## src/rtl/vp_pkg.sv

```systemverilog
// Shared types for the vector-processor command sequencer: opcodes, register
// selects, program-word layout, fault codes and FSM encoding.
package vp_pkg;

  localparam int unsigned WORD_W  = 14;
  localparam int unsigned ADDR_W  = 9;
  localparam int unsigned CODE_W  = 2;

  typedef enum logic [1:0] {
    OP_LOAD  = 2'b00,
    OP_STORE = 2'b01,
    OP_ADD   = 2'b10,
    OP_MUL   = 2'b11
  } op_e;

  typedef enum logic [1:0] {
    A1 = 2'b00,
    A2 = 2'b01,
    A3 = 2'b10,
    A4 = 2'b11
  } reg_e;

  // Program word: {halt[13], instr[12:11], reg_sel[10:9], mem_addr[8:0]}
  typedef struct packed {
    logic              halt;
    op_e               instr;
    reg_e              reg_sel;
    logic [ADDR_W-1:0] mem_addr;
  } prog_word_t;

  localparam logic [CODE_W-1:0] FC_NONE  = 2'b00;
  localparam logic [CODE_W-1:0] FC_BOUND = 2'b01;
  localparam logic [CODE_W-1:0] FC_PROC  = 2'b10;

  typedef enum logic [2:0] {
    S_IDLE   = 3'd0,
    S_FETCH  = 3'd1,
    S_CHECKB = 3'd2,
    S_ISSUE  = 3'd3,
    S_WAIT   = 3'd4,
    S_DONE   = 3'd5,
    S_FAULT  = 3'd6
  } state_e;

  function automatic logic is_mem_op(input op_e op);
    return (op == OP_LOAD) || (op == OP_STORE);
  endfunction

endpackage

```

## src/rtl/vp_sequencer_if.sv

```systemverilog
// Command bus between the sequencer (master) and the vector processor (slave).
interface vp_sequencer_if;
  import vp_pkg::*;

  op_e               instruction;
  logic [ADDR_W-1:0] mem_addr;
  reg_e              reg_select;
  logic              issue_valid;
  logic              out_of_bound;

  modport master (
    output instruction,
    output mem_addr,
    output reg_select,
    output issue_valid,
    input  out_of_bound
  );

  modport slave (
    input  instruction,
    input  mem_addr,
    input  reg_select,
    input  issue_valid,
    output out_of_bound
  );

endinterface

```

## src/rtl/vp_prog_ram.sv

```systemverilog
// Program store: single write port, registered read port, contents not reset.
module vp_prog_ram
  import vp_pkg::*;
#(
  parameter int unsigned DEPTH = 32,
  localparam int unsigned AW   = $clog2(DEPTH)
) (
  input  logic              clk,
  input  logic              we_i,
  input  logic [AW-1:0]     waddr_i,
  input  logic [WORD_W-1:0] wdata_i,
  input  logic [AW-1:0]     raddr_i,
  output logic [WORD_W-1:0] rdata_o
);

  logic [WORD_W-1:0] mem_q [DEPTH];
  logic [WORD_W-1:0] rdata_q;

  always_ff @(posedge clk) begin
    if (we_i) begin
      mem_q[waddr_i] <= wdata_i;
    end
    rdata_q <= mem_q[raddr_i];
  end

  assign rdata_o = rdata_q;

endmodule

```

## src/rtl/vp_sequencer.sv

```systemverilog
// Replays a stored vector-op program onto the processor command port, one op
// every four cycles, with a local bound pre-check and first-fault stop.
module vp_sequencer
  import vp_pkg::*;
#(
  parameter int unsigned PROG_DEPTH = 32,
  parameter int unsigned MEM_DEPTH  = 512,
  parameter int unsigned LANES      = 16,
  localparam int unsigned PC_W      = $clog2(PROG_DEPTH),
  localparam int unsigned CNT_W     = PC_W + 1
) (
  input  logic                clk,
  input  logic                rst,
  input  logic                prog_we,
  input  logic [PC_W-1:0]     prog_addr,
  input  logic [WORD_W-1:0]   prog_data,
  input  logic                start,
  input  logic                abort,
  vp_sequencer_if.master      cmd,
  output logic                busy,
  output logic                done,
  output logic                fault,
  output logic [CODE_W-1:0]   fault_code,
  output logic [PC_W-1:0]     fault_pc,
  output logic [CNT_W-1:0]    ops_issued
);

  localparam int unsigned BOUND_MAX = MEM_DEPTH - LANES;
  localparam logic [PC_W-1:0] LAST_PC = PC_W'(PROG_DEPTH - 1);

  state_e            state_q;
  logic [PC_W-1:0]   pc_q;
  logic              abort_q;
  op_e               instr_q;
  logic [ADDR_W-1:0] addr_q;
  reg_e              reg_q;
  logic              issue_q;
  logic              busy_q;
  logic              done_q;
  logic              fault_q;
  logic [CODE_W-1:0] code_q;
  logic [PC_W-1:0]   fpc_q;
  logic [CNT_W-1:0]  ops_q;

  logic [WORD_W-1:0] ram_rdata;
  prog_word_t        word_c;
  logic              accepting_c;
  logic              abort_seen_c;
  logic              bound_fault_c;

  assign accepting_c   = (state_q == S_IDLE) || (state_q == S_DONE) || (state_q == S_FAULT);
  assign abort_seen_c  = abort || abort_q;
  assign word_c        = prog_word_t'(ram_rdata);
  assign bound_fault_c = is_mem_op(word_c.instr) && (32'(word_c.mem_addr) > BOUND_MAX);

  vp_prog_ram #(
    .DEPTH (PROG_DEPTH)
  ) u_prog_ram (
    .clk     (clk),
    .we_i    (prog_we && accepting_c),
    .waddr_i (prog_addr),
    .wdata_i (prog_data),
    .raddr_i (pc_q),
    .rdata_o (ram_rdata)
  );

  // Sequencer FSM; every output is a register updated on state transitions.
  always_ff @(posedge clk) begin
    if (rst) begin
      state_q <= S_IDLE;
      pc_q    <= '0;
      abort_q <= 1'b0;
      instr_q <= OP_LOAD;
      addr_q  <= '0;
      reg_q   <= A1;
      issue_q <= 1'b0;
      busy_q  <= 1'b0;
      done_q  <= 1'b0;
      fault_q <= 1'b0;
      code_q  <= FC_NONE;
      fpc_q   <= '0;
      ops_q   <= '0;
    end else begin
      issue_q <= 1'b0;
      if (!accepting_c && abort) begin
        abort_q <= 1'b1;
      end

      case (state_q)
        S_IDLE, S_DONE, S_FAULT: begin
          if (start) begin
            pc_q    <= '0;
            ops_q   <= '0;
            abort_q <= 1'b0;
            done_q  <= 1'b0;
            fault_q <= 1'b0;
            code_q  <= FC_NONE;
            busy_q  <= 1'b1;
            state_q <= S_FETCH;
          end
        end

        S_FETCH: begin
          if (abort_seen_c) begin
            done_q  <= 1'b1;
            busy_q  <= 1'b0;
            state_q <= S_DONE;
          end else begin
            state_q <= S_CHECKB;
          end
        end

        S_CHECKB: begin
          if (abort_seen_c || word_c.halt) begin
            done_q  <= 1'b1;
            busy_q  <= 1'b0;
            state_q <= S_DONE;
          end else if (bound_fault_c) begin
            fault_q <= 1'b1;
            code_q  <= FC_BOUND;
            fpc_q   <= pc_q;
            busy_q  <= 1'b0;
            state_q <= S_FAULT;
          end else begin
            instr_q <= word_c.instr;
            addr_q  <= word_c.mem_addr;
            reg_q   <= word_c.reg_sel;
            issue_q <= 1'b1;
            state_q <= S_ISSUE;
          end
        end

        S_ISSUE: begin
          state_q <= S_WAIT;
        end

        // Processor fault outranks a pending abort.
        S_WAIT: begin
          if (cmd.out_of_bound) begin
            fault_q <= 1'b1;
            code_q  <= FC_PROC;
            fpc_q   <= pc_q;
            busy_q  <= 1'b0;
            state_q <= S_FAULT;
          end else begin
            ops_q <= ops_q + CNT_W'(1);
            if (abort_seen_c || (pc_q == LAST_PC)) begin
              done_q  <= 1'b1;
              busy_q  <= 1'b0;
              state_q <= S_DONE;
            end else begin
              pc_q    <= pc_q + PC_W'(1);
              state_q <= S_FETCH;
            end
          end
        end

        default: begin
          busy_q  <= 1'b0;
          state_q <= S_IDLE;
        end
      endcase
    end
  end

  assign cmd.instruction = instr_q;
  assign cmd.mem_addr    = addr_q;
  assign cmd.reg_select  = reg_q;
  assign cmd.issue_valid = issue_q;
  assign busy            = busy_q;
  assign done            = done_q;
  assign fault           = fault_q;
  assign fault_code      = code_q;
  assign fault_pc        = fpc_q;
  assign ops_issued      = ops_q;

endmodule

```

## src/flat_wrapper.sv

```systemverilog
// flat-port wrapper written by rule: the top's interface ports become plain ports
module vp_sequencer_flat import vp_pkg::*;
#(
  parameter int unsigned PROG_DEPTH = 32,
  parameter int unsigned MEM_DEPTH  = 512,
  parameter int unsigned LANES      = 16,
  localparam int unsigned PC_W      = $clog2(PROG_DEPTH),
  localparam int unsigned CNT_W     = PC_W + 1
)
  (clk, rst, prog_we, prog_addr, prog_data, start, abort, busy, done, fault, fault_code, fault_pc, ops_issued, cmd_instruction, cmd_mem_addr, cmd_reg_select, cmd_issue_valid, cmd_out_of_bound);
  vp_sequencer_if cmd_i ();
  input  logic clk;
  input  logic rst;
  input  logic prog_we;
  input  logic [PC_W-1:0] prog_addr;
  input  logic [WORD_W-1:0] prog_data;
  input  logic start;
  input  logic abort;
  output logic busy;
  output logic done;
  output logic fault;
  output logic [CODE_W-1:0] fault_code;
  output logic [PC_W-1:0] fault_pc;
  output logic [CNT_W-1:0] ops_issued;
  output wire logic [$bits(cmd_i.instruction)-1:0] cmd_instruction;
  output wire logic [$bits(cmd_i.mem_addr)-1:0] cmd_mem_addr;
  output wire logic [$bits(cmd_i.reg_select)-1:0] cmd_reg_select;
  output wire logic [$bits(cmd_i.issue_valid)-1:0] cmd_issue_valid;
  input wire logic [$bits(cmd_i.out_of_bound)-1:0] cmd_out_of_bound;
  assign cmd_instruction = cmd_i.instruction;
  assign cmd_mem_addr = cmd_i.mem_addr;
  assign cmd_reg_select = cmd_i.reg_select;
  assign cmd_issue_valid = cmd_i.issue_valid;
  assign cmd_i.out_of_bound = cmd_out_of_bound;
  vp_sequencer #(.PROG_DEPTH(PROG_DEPTH), .MEM_DEPTH(MEM_DEPTH), .LANES(LANES)) u_core (.clk(clk), .rst(rst), .prog_we(prog_we), .prog_addr(prog_addr), .prog_data(prog_data), .start(start), .abort(abort), .cmd(cmd_i), .busy(busy), .done(done), .fault(fault), .fault_code(fault_code), .fault_pc(fault_pc), .ops_issued(ops_issued));
endmodule
```

## config.mk

```make
export PLATFORM = sky130hd
export DESIGN_NAME = vp_sequencer_flat
export DESIGN_NICKNAME = d
export VERILOG_FILES = /design/src/rtl/vp_pkg.sv /design/src/rtl/vp_sequencer_if.sv /design/src/rtl/vp_prog_ram.sv /design/src/rtl/vp_sequencer.sv /design/src/flat_wrapper.sv
export SDC_FILE = /design/constraint.sdc
export NUM_CORES = 1
export LEC_CHECK = 0
export CAP_MARGIN = 10
export CORE_MARGIN = 1.5
export CORE_UTILIZATION = 55
export CTS_BUF_LIST = sky130_fd_sc_hd__clkbuf_4
export CTS_CLUSTER_SIZE = 28
export DETAILED_ROUTE_END_ITERATION = 8
export PLACE_DENSITY = 0.72
export SYNTH_ARGS = -nofsm -noshare
export SYNTH_HDL_FRONTEND = slang
export SYNTH_HIERARCHICAL = 1
export SYNTH_SLANG_ARGS = --single-unit
export TNS_END_PERCENT = 5
```

## constraint.sdc

```tcl
create_clock -name clk -period 2.98 [get_ports clk]
set_input_delay 0.596 -clock clk [delete_from_list [all_inputs] [get_ports clk]]
set_output_delay 0.596 -clock clk [all_outputs]
set_load 0.03 [all_outputs]
```

==> impl_metrics.csv, run 1 <==
group,metric,value,unit
outcome,outcome,"completed",
grt,grt_pass1_wl,66080,um
power,power.leakage,0.007220,uW
die,io_pins,55,
clock_tree,cts_max_level,3,
routing,firstDrtPassIters,5,
clock_tree,clk_latency,0.80,ns
routing,drc,0,
logic_synthesis,synth_edf_count,448,
critical_path,cp.required,3.43,ns
layout,seq_area,14520,sq um
logic_synthesis,syn_area_per_cell,16.42,sq um
clock_tree,cts_hold_buf,0,
grt,track_usage,24.84,%
die,die_w,192.9,um
grt,grt_max_degree,70,
critical_path,path_class,"reg -> reg",
clock_tree,clkSinkCount,501,
routing,drt_iter0_markers,1045,
sta,setup_viol,0,
logic_synthesis,yosys_warnings,6,
logic_synthesis,ys_seq_elements,501,
die,core,35570,sq um
layout,drive_above_1_share,19.72,%
critical_path,worstPathCellList,"xor2_1, a21oi_1, nor2b_1, buf_4, or3b_2, nor2_1, buf_4",
critical_path,critPathMaxStageDelay,0.64,ns
power,power_density,627.8,nW/um^2
layout,multiInputGateArea,4782,sq um
sta,fin_skew,0.04415,ns
sta,finalHoldViolCount,0,
clock_tree,postCtsSetupRepairBufs,0,
clock_tree,tritoncts,"built",
worst_hold_path,hold_end,"u_core/done",
die,start_util,55.77,%
critical_path,r2r_slack,0.45,ns
run,maxCapViolCount,0,
critical_path,rr_startpoint,"u_core/state_q[0]",
critical_path,rr_worst_depth,7,
sta,fin_crit_sh,84.88,%
layout,fillCellCount,2569,
sta,fmax,395.4,MHz
critical_path,slowest_stage,"or3b_2",
critical_path,rr_endpoint,"u_core/u_prog_ram/mem_q[8][3]",
sta,rsz0062_at_grt,"no",
grt,grt_pass1_vias,11130,
clock_tree,clk_pin_slew_worst_paths,0.07,ns
logic_synthesis,async_flop_share,0,%
placed_design,port_buffers,54,
routing,routed_wl,45350,um
grt,antenna_found_initial,1,
clock_tree,clockBufferDepth,3,
placed_design,gp_congestion,0.8956,
clock_tree,cts_root_buffer,"clkbuf_4",
clock_tree,cts_made_buffers,119,
power,ir_drop,0.3776,mV
logic_synthesis,synth_nets,1236,
routing,viasPerCell,5.901,
routing,routedWlPerCell,23.16,um
routing,ant_nets,0,
worst_hold_path,min_path_cells,2,
critical_path,critPathMostFrequentCell,"buf_4",
logic_synthesis,synth_flop_cell,"edfxtp_1",
layout,syn_to_final_growth,14.07,%
die,die_h,192.9,um
critical_path,startpoint_type,"flop",
logic_synthesis,synth.cell_area,19840,sq um
routing,vias,11560,
sta,drv_slew,0,
worst_hold_path,hold_path.class,"reg -> reg",
logic_synthesis,ys_top_cells_by_area,"edfxtp_1 (68%), mux2i_1 (12%), dfxtp_1 (5.3%), a22oi_1 (2.2%), a22o_1 (1.3%)",
sta,worst_pin_slew,0.9622,ns
clock_tree,ctsResizeCount,0,
die,dieArea,37220,sq um
sta,relSlewSlack,35.55,%
layout,final_nets,1433,
placed_design,hpwl,28230,um
logic_synthesis,ys_types,55,
logic_synthesis,syn_inst,1208,
sta,fin_crit,2.529,ns
critical_path,crit_fanout,14,
critical_path,arrival,2.98,ns
sta,fin_tns_setup,0,ns
logic_synthesis,yosysTopAreaCellShare,67.81,%
die,rows,69,
layout,layout_commonest_cell,"edfxtp_1",
logic_synthesis,yosysSeqAreaShare,73.16,%
worst_hold_path,min_from,"u_core/done",
grt,grt_overflow_total,0,
layout,utilization,63.62,%
layout,mostFrequentLayoutCells,"edfxtp_1 (448), mux2i_1 (242), clkbuf_4 (176), buf_4 (86), nor2_1 (63)",
logic_synthesis,yosys.area.top_type,"edfxtp_1",
critical_path,endpoint_kind,"flop",
-- flip-flops by register name, summed over array words and instances, names as in the netlist --
name,count
u_core/busy,1
u_core/cmd.reg_select,2
u_core/cmd.mem_addr,9
u_core/fault,1
u_core/state_q,3
u_core/done,1
u_core/cmd.instruction,2
u_core/cmd.issue_valid,1
u_core/pc_q,5
u_core/fault_code,2
u_core/fault_pc,5
u_core/u_prog_ram/rdata_o,14
u_core/ops_issued,6
u_core/abort_q,1
u_core/u_prog_ram/mem_q,448
-- worst max path at each step --
stage,from,to,slack (ns),cells after the start
4_1_cts,u_core/ops_issued[0],ops_issued[0],0.37,1
2_1_floorplan,u_core/state_q[1],u_core/u_prog_ram/mem_q[12][0],0.24,7
5_1_grt,u_core/state_q[0],u_core/u_prog_ram/mem_q[28][13],0.35,7
3_5_place_dp,start,u_core/pc_q[3],0.27,6
3_3_place_gp,prog_we,u_core/u_prog_ram/mem_q[8][9],0.28,6
6_report,u_core/state_q[0],u_core/u_prog_ram/mem_q[8][3],0.45,7
-- report_power, final --
part / leakage, uW / switching [uW] / internal (uW)
clock: 0.000891 / 2560 / 2690
combinational: 0.00186 / 716 / 406
sequential: 0.00447 / 68.2 / 7770
-- through the flow --
stage | instances | instance area (sq um) | setup slack [ns] | hold WS [ns] | total power, uW
2_1_floorplan | 1208 | 19840 | 0.2363 | 0.4403 | 8671
3_3_place_gp | 1745 | 21160 | 0.2780 | 0.4480 | 9085
3_5_place_dp | 1745 | 21160 | 0.2745 | 0.4659 | 9095
4_1_cts | 1957 | 22630 | 0.3742 | 0.4338 | 14310
5_1_grt | 1958 | 22630 | 0.3541 | 0.4635 | 14750
6_report | 1958 | 22630 | 0.4506 | 0.4793 | 14210
-- layer usage --
metal  vias to the layer above  GRT usage, %  share of wire (%)
li1                       5239             -                  -
met1                      5663         31.85                 41
met2                       561         40.12                 48
met3                        92         5.892                7.9
met4                         0         11.92                3.4
met5                         -             0                  0
-- cells by family after synthesis --
group / after synthesis / share of synthesized area (%)
simple gates: 207 / 5.210
mux: 243 / 12.27
buf+inv: 73 / 2.851
fa+ha+maj: 3 / 0.1892
compound gates: 180 / 6.276
xor+xnor: 1 / 0.04416
flops: 501 / 73.16
-- layout make-up --
cell class | instances | area share (%)
flip-flops and latches | 501 | 64.15
multi-input cells | 634 | 21.13
clock buffers | 176 | 5.839
repair buffers | 144 | 5.595
well taps | 461 | 2.549
clock inverters | 36 | 0.6359
inverters | 5 | 0.08294
diodes | 1 | 0.01106
-- Yosys cell counts (4+ instances only) --
cell type / count
a22o_1: 30
nand3_1: 34
dfxtp_1: 53
mux2i_1: 242
buf_2: 25
a31oi_1: 18
a22oi_1: 58
nor3_1: 16
a21oi_1: 43
clkbuf_1: 14
buf_6: 17
o21ai_1: 4
o21ai_0: 11
edfxtp_1: 448
nand2_1: 40
nor2_1: 64
or3_1: 7
nand3b_1: 5
nand4_1: 16
inv_1: 4
buf_12: 7
-- worst max-delay path: cells and delay by family, from the launching register on --
| kind | cells | cell delay (ns) |
|---|---|---|
| AOI/OAI and AO/OA | 1 | 0.14 |
| and+or+nand+nor | 3 | 0.94 |
| buffers and inverters | 2 | 0.40 |
| DFF | 1 | 0.47 |
| xor gates and xnor gates | 1 | 0.23 |
(Power assumes the default switching activity.)
==> run 2, diff against run 1 <==
PLACE_DENSITY = 0.75   (was 0.72)
clock period = 2.1 ns   (was 2.98 ns; I/O delays follow)
==> impl_metrics.csv, run 2 (same netlist as run 1, synthesis figures left out) <==
group,metric,value,unit
outcome,outcome,"completed",
grt,grt_overflow_total,0,
layout,drive_above_1_share,23.59,%
clock_tree,tritoncts,"built",
layout,mostFrequentLayoutCells,"edfxtp_1 (448), mux2i_1 (242), clkbuf_4 (166), buf_4 (91), a22oi_1 (58)",
placed_design,hpwl,28660,um
critical_path,cp_top_family,"simple AND/OR/NAND/NOR gates",
placed_design,port_buffers,54,
power,power.leakage,0.007627,uW
die,io_pins,55,
sta,finalHoldViolCount,0,
grt,track_usage,24.56,%
routing,ant_nets,0,
layout,regMostFlops,"u_core/u_prog_ram/mem_q",
clock_tree,postCtsSetupRepairBufs,0,
die,die_w,192.9,um
critical_path,startpoint_type,"flop",
layout,fillCellCount,2513,
critical_path,worstPathCellList,"xor2_2, a21oi_2, nor2b_4, or3b_4, nor2_4, buf_12",
critical_path,arrival,2.52,ns
clock_tree,clk_pin_slew_worst_paths,0.06,ns
grt,antenna_found_initial,3,
sta,fin_skew,0.03723,ns
run,maxCapViolCount,0,
die,rows,69,
layout,layout_commonest_cell,"edfxtp_1",
critical_path,path_buf_inv,1,
clock_tree,cts_root_buffer,"clkbuf_4",
routing,routedWlPerCell,22.23,um
routing,firstDrtPassIters,5,
sta,setup_viol,0,
routing,drt-met1-wl,17840,um
routing,drc,0,
routing,routed_wl,44520,um
routing,vias,11640,
die,die_h,192.9,um
clock_tree,cts_max_level,3,
clock_tree,clockBufferDepth,3,
sta,fin_crit,2.035,ns
sta,fin_tns_setup,0,ns
layout,largest_reg_flops,448,
die,start_util,55.77,%
placed_design,gp_congestion,0.9091,
sta,rsz0062_at_grt,"yes",
placed_design,dp_slack,-0.2625,ns
die,core,35570,sq um
critical_path,critPathMaxStageDelay,0.55,ns
routing,highest_layer,"met4",
clock_tree,clk_latency,0.81,ns
critical_path,endpoint_kind,"flop",
critical_path,crit_fanout,14,
layout,syn_to_final_growth,18.45,%
critical_path,cp.required,2.59,ns
sta,worst_slack,0.06510,ns
clock_tree,cts_made_buffers,118,
routing,route.met3.wl,3026,um
critical_path,slowest_stage,"or3b_4",
power,finalPower,20170,uW
clock_tree,clkSinkCount,501,
sta,fin_crit_sh,96.90,%
sta,drv_slew,0,
grt,grt_pass1_wl,66790,um
grt,grt_max_degree,43,
worst_hold_path,hold_path.class,"in -> reg",
sta,worst_pin_slew,0.5756,ns
sta,fmax,491.4,MHz
routing,met2_length,22010,um
layout,final_nets,1476,
power,ir_drop,0.5354,mV
routing,viasPerCell,5.810,
die,dieArea,37220,sq um
critical_path,path_class,"reg -> reg",
sta,relSlewSlack,61.63,%
power,power_density,858.4,nW/um^2
grt,grt_pass1_vias,11640,
routing,drt_iter0_markers,872,
[run 2: cell count changes in the layout (fill, tap and decap cells not counted), sizes merged]
cell,previous run,this run
diode,1,3
clkinvlp,0,3
clkdlybuf4s50,54,24
dlygate4sd2,0,23
clkbuf,176,169
clkinv,33,39
clkdlybuf4s15,0,4
buf,90,134
[run 2: per-layer routing]
metal / vias to the layer above / GRT usage (%)
li1: 5313 / -
met1: 5738 / 31.70
met2: 491 / 40.12
met3: 95 / 4.928
met4: 0 / 11.75
met5: - / 0
[run 2: stage by stage]
step | cells | util [%] | hold slack, ns | cell area (sq um)
2_1_floorplan | 1208 | - | 0.4403 | 19990
6_report | 2003 | 66.07 | 0.3839 | 23500
4_1_cts | 2000 | 66.02 | 0.2915 | 23480
5_1_grt | 2001 | 66.05 | 0.3261 | 23490
3_5_place_dp | 1789 | 62.07 | 0.4592 | 22080
3_3_place_gp | 1789 | 62.07 | 0.4502 | 22080
[run 2: tightest hold or removal path, cell delays in order]
cell             delay [ns]
clkdlybuf4s50_1        0.48
nand2_1                0.12
a311oi_1               0.09
[run 2: final cells by class]
cell class,instances,area (sq um),area share (%)
Antenna cell,3,7.507,0.03195
Tap cell,461,576.8,2.455
Inverter,5,18.77,0.07987
Timing Repair Buffer,188,2024,8.615
Clock inverter,45,183.9,0.7827
Clock buffer,166,1246,5.303
Multi-Input combinational cell,634,4916,20.92
Sequential cell,501,14530,61.81
[run 2: timing repair]
action | in CTS | in global routing
cloned | 0 | 0
pin swaps | 0 | 2
gates resized for setup | 36 | 13
hold buffers | 0 | 0
setup endpoints to repair | 140 | 64
[run 2: worst paths after layout]
kind                                                     from                             to  slack (ns)  cells past startpoint
worst max-delay path                        u_core/state_q[1]  u_core/u_prog_ram/mem_q[4][0]        0.07                      6
worst min-delay path                         cmd_out_of_bound           u_core/fault_code[1]        0.38                      3
worst max register to register              u_core/state_q[1]  u_core/u_prog_ram/mem_q[4][0]        0.07                      6
worst min register to register  u_core/u_prog_ram/rdata_o[11]      u_core/cmd.instruction[0]        0.47                      2
[run 2: power by group]
group	internal, uW	switching, uW	total [uW]	leakage [uW]
registers	11000	85.9	11100	0.00447
clock network	3640	3630	7270	0.000845
logic	714	1070	1790	0.00231
total	15400	4790	20200	0.00763
==> run 3, diff against run 2 <==
ABC_AREA = 1   (was not set)
==> impl_metrics.csv, run 3 <==
group,metric,value,unit
routing,firstDrtPassIters,6,
placed_design,port_buffers,54,
critical_path,critPathMostFrequentCell,"buf_6",
critical_path,crit_fanout,7,
clock_tree,tritoncts,"built",
layout,regMostFlops,"u_core/u_prog_ram/mem_q",
critical_path,path_buf_inv,4,
critical_path,slowest_stage,"dfxtp_2",
run,maxCapViolCount,0,
logic_synthesis,synth_nets,1878,
layout,drive_above_1_share,17.62,%
die,core,36700,sq um
critical_path,startpoint_type,"flop",
critical_path,rr_endpoint,"u_core/u_prog_ram/mem_q[31][10]",
grt,grt_overflow_total,0,
power,pwr-share-seq,51.9,%
routing,routedWlPerCell,20.38,um
critical_path,path_class,"reg -> reg",
grt,grt_max_degree,89,
grt,track_usage,27.92,%
clock_tree,cts_made_buffers,120,
layout,syn_to_final_growth,17.16,%
die,die_h,196.1,um
critical_path,crit_end,"u_core/u_prog_ram/mem_q[31][10]",
sta,setup_viol,0,
clock_tree,clockBufferDepth,3,
placed_design,hpwl,32030,um
critical_path,r2r_slack,0.03,ns
outcome,outcome,"completed",
logic_synthesis,synth_flop_cell,"edfxtp_1",
logic_synthesis,yosysSeqAreaShare,70.78,%
logic_synthesis,synth_edf_count,448,
die,start_util,55.87,%
power,p_switching,5625,uW
logic_synthesis,yosys_warnings,6,
critical_path,cp.depth,10,
critical_path,cp_top_family,"simple AND/OR/NAND/NOR gates",
routing,drc,0,
die,die_w,196.1,um
critical_path,arrival,2.57,ns
logic_synthesis,async_flop_share,0,%
layout,mostFrequentLayoutCells,"nand2_1 (686), edfxtp_1 (448), nand3_1 (361), clkbuf_4 (186)",
critical_path,rr_worst_depth,10,
layout,multiInputGateArea,5368,sq um
grt,grt_pass1_wl,79980,um
sta,fin_crit_sh,98.72,%
grt,antenna_found_initial,1,
sta,relSlewSlack,62.44,%
critical_path,critPathMaxStageDelay,0.34,ns
routing,vias,14820,
critical_path,crit_start,"u_core/state_q[0]",
worst_hold_path,hold_path.class,"in -> reg",
sta,fin_skew,0.06096,ns
placed_design,postPlaceCellArea,22050,sq um
clock_tree,clk_pin_slew_worst_paths,0.07,ns
die,io_pins,55,
logic_synthesis,yosysTopAreaCellShare,65.61,%
critical_path,rr_startpoint,"u_core/state_q[0]",
power,ir_drop,0.3927,mV
routing,drt_iter0_markers,1885,
layout,layout_commonest_cell,"nand2_1",
logic_synthesis,ys_seq_elements,501,
power,power_frac_comb,12.4,%
sta,fmax,482.3,MHz
logic_synthesis,syn_inst,1850,
layout,seq_area,14530,sq um
routing,routed_wl,53280,um
logic_synthesis,yosysMostFrequentCell,"nand2_1",
critical_path,cp.required,2.59,ns
critical_path,endpoint_kind,"flop",
power,switching_share,26.09,%
layout,largest_reg_flops,448,
die,dieArea,38450,sq um
logic_synthesis,syn_area_per_cell,11.08,sq um
clock_tree,cts_hold_buf,0,
sta,rsz0062_at_grt,"yes",
critical_path,worstPathCellList,"inv_1, nand2_1, a21oi_2, nand2_2, nor2_4, buf_6, nand3_1, buf_6, nor2_4, buf_6",
logic_synthesis,ys_top_cells_by_area,"edfxtp_1 (66%), nand2_1 (13%), nand3_1 (8.8%), dfxtp_1 (5.2%), nor2_1 (1.6%)",
power,power.leakage,0.009233,uW
sta,finalHoldViolCount,0,
grt,grt_pass1_vias,14240,
sta,fin_hold_ws,0.3880,ns
logic_synthesis,synth_common_cells,"nand2_1 (687), edfxtp_1 (448), nand3_1 (362)",
layout,stdcell_area,24020,sq um
layout,fillCellCount,2784,
logic_synthesis,ys_types,34,
logic_synthesis,yosys.area.top_type,"edfxtp_1",
clock_tree,clk_latency,0.84,ns
sta,fin_crit,2.073,ns
clock_tree,clkSinkCount,501,
routing,ant_nets,0,
power,power_density,897.7,nW/um^2
power,internal_power,15940,uW
logic_synthesis,synth.cell_area,20500,sq um
routing,viasPerCell,5.671,
clock_tree,cts_root_buffer,"clkbuf_4",
clock_tree,cts_max_level,3,
sta,worst_pin_slew,0.5618,ns
sta,drv_slew,0,
die,rows,70,
power,power.share.clock,35.7,%
placed_design,gp_congestion,0.9300,
layout,final_nets,2076,
-- run 3: changes by cell type after synthesis, moves of 18 or more --
cell / change
a21oi_1: -19
mux2i_1: -242
a22oi_1: -58
nor2_1: +21
inv_1: +30
a22o_1: -30
nand3_1: +328
nand2_1: +647
buf_2: +18
a31oi_1: -18
-- run 3: area by class of cell --
type | count | area share, %
diodes | 1 | 0.01042
clock buffers | 186 | 5.813
flip-flops and latches | 501 | 60.46
multi-input cells | 1208 | 22.34
well taps | 468 | 2.438
clock inverters | 33 | 0.5573
repair buffers | 175 | 7.693
inverters | 42 | 0.6823
-- run 3: what timing repair did --
| action | 4_1_cts | 5_1_grt |
|---|---|---|
| endpoints found under the hold margin | 0 | 0 |
| setup endpoints to repair | 478 | 449 |
| setup buffers | 1 | 1 |
| gates resized for setup | 56 | 103 |
| pin swaps | 2 | 4 |
| gates cloned | 3 | 13 |
-- run 3: power groups by stage --
stage / clock network, uW / logic, uW / registers [uW]
6_report: 7710 / 2670 / 11200
5_1_grt: 8350 / 2890 / 11200
4_1_cts: 7850 / 2530 / 11200
3_5_place_dp: 0 / 2510 / 11400
3_3_place_gp: 0 / 2460 / 11400
2_1_floorplan: 0 / 1430 / 11500
-- run 3: per-stage QoR --
| step | power [uW] | setup slack (ns) | utilization, % | std cells | TNS, ns |
|---|---|---|---|---|---|
| after global placement | 13860 | -0.4013 | 60.10 | 2376 | -153.04 |
| after detailed placement | 13910 | -0.3734 | 60.10 | 2376 | -143.50 |
| after global routing | 22440 | -0.06942 | 65.46 | 2614 | -7.661 |
| after floorplan | 12950 | -0.1310 | - | 1850 | -56.63 |
| after CTS | 21570 | -0.004816 | 64.45 | 2599 | -0.02362 |
| final | 21570 | 0.02681 | 65.46 | 2614 | 0 |
-- run 3: kinds of logic (layout without fill, tap and decap cells) --
logic type                 after synthesis  in the layout  synth area share, %
AOI/OAI and AO/OA                       49             49                1.294
xor gates and xnor gates                 3              3               0.1282
adders and majority gates                3              3               0.1831
buffers and inverters                  141            436                3.887
DFF                                    501            501                70.78
other                                    0              1                    0
and+or+nand+nor                       1153           1153                23.72
-- run 3: how the worst min path moves through the flow --
stage	start	to	slack, ns	cells after the start
after floorplan	u_core/u_prog_ram/rdata_o[4]	u_core/cmd.mem_addr[4]	0.44	2
after global placement	u_core/done	u_core/done	0.44	2
after detailed placement	u_core/done	u_core/done	0.44	2
after CTS	rst	u_core/cmd.mem_addr[4]	0.31	2
after global routing	rst	u_core/cmd.mem_addr[4]	0.36	2
final	rst	u_core/cmd.mem_addr[4]	0.39	2
-- run 3: worst register-to-register path: cells and delay by family (launching register included) --
family	cells	cell delay, ns
DFF	1	0.34
AOI/OAI and AO/OA	1	0.19
and+or+nand+nor	5	0.66
buffers and inverters	4	0.60
-- run 3: layer usage --
| metal | GRT usage [%] | vias up | wire (um) |
|---|---|---|---|
| li1 | - | 6871 | - |
| met1 | 37.31 | 6950 | 20570 |
| met4 | 13.45 | 0 | 2158 |
| met3 | 4.659 | 154 | 5139 |
| met5 | 0 | - | 0 |
| met2 | 44.93 | 849 | 25420 |
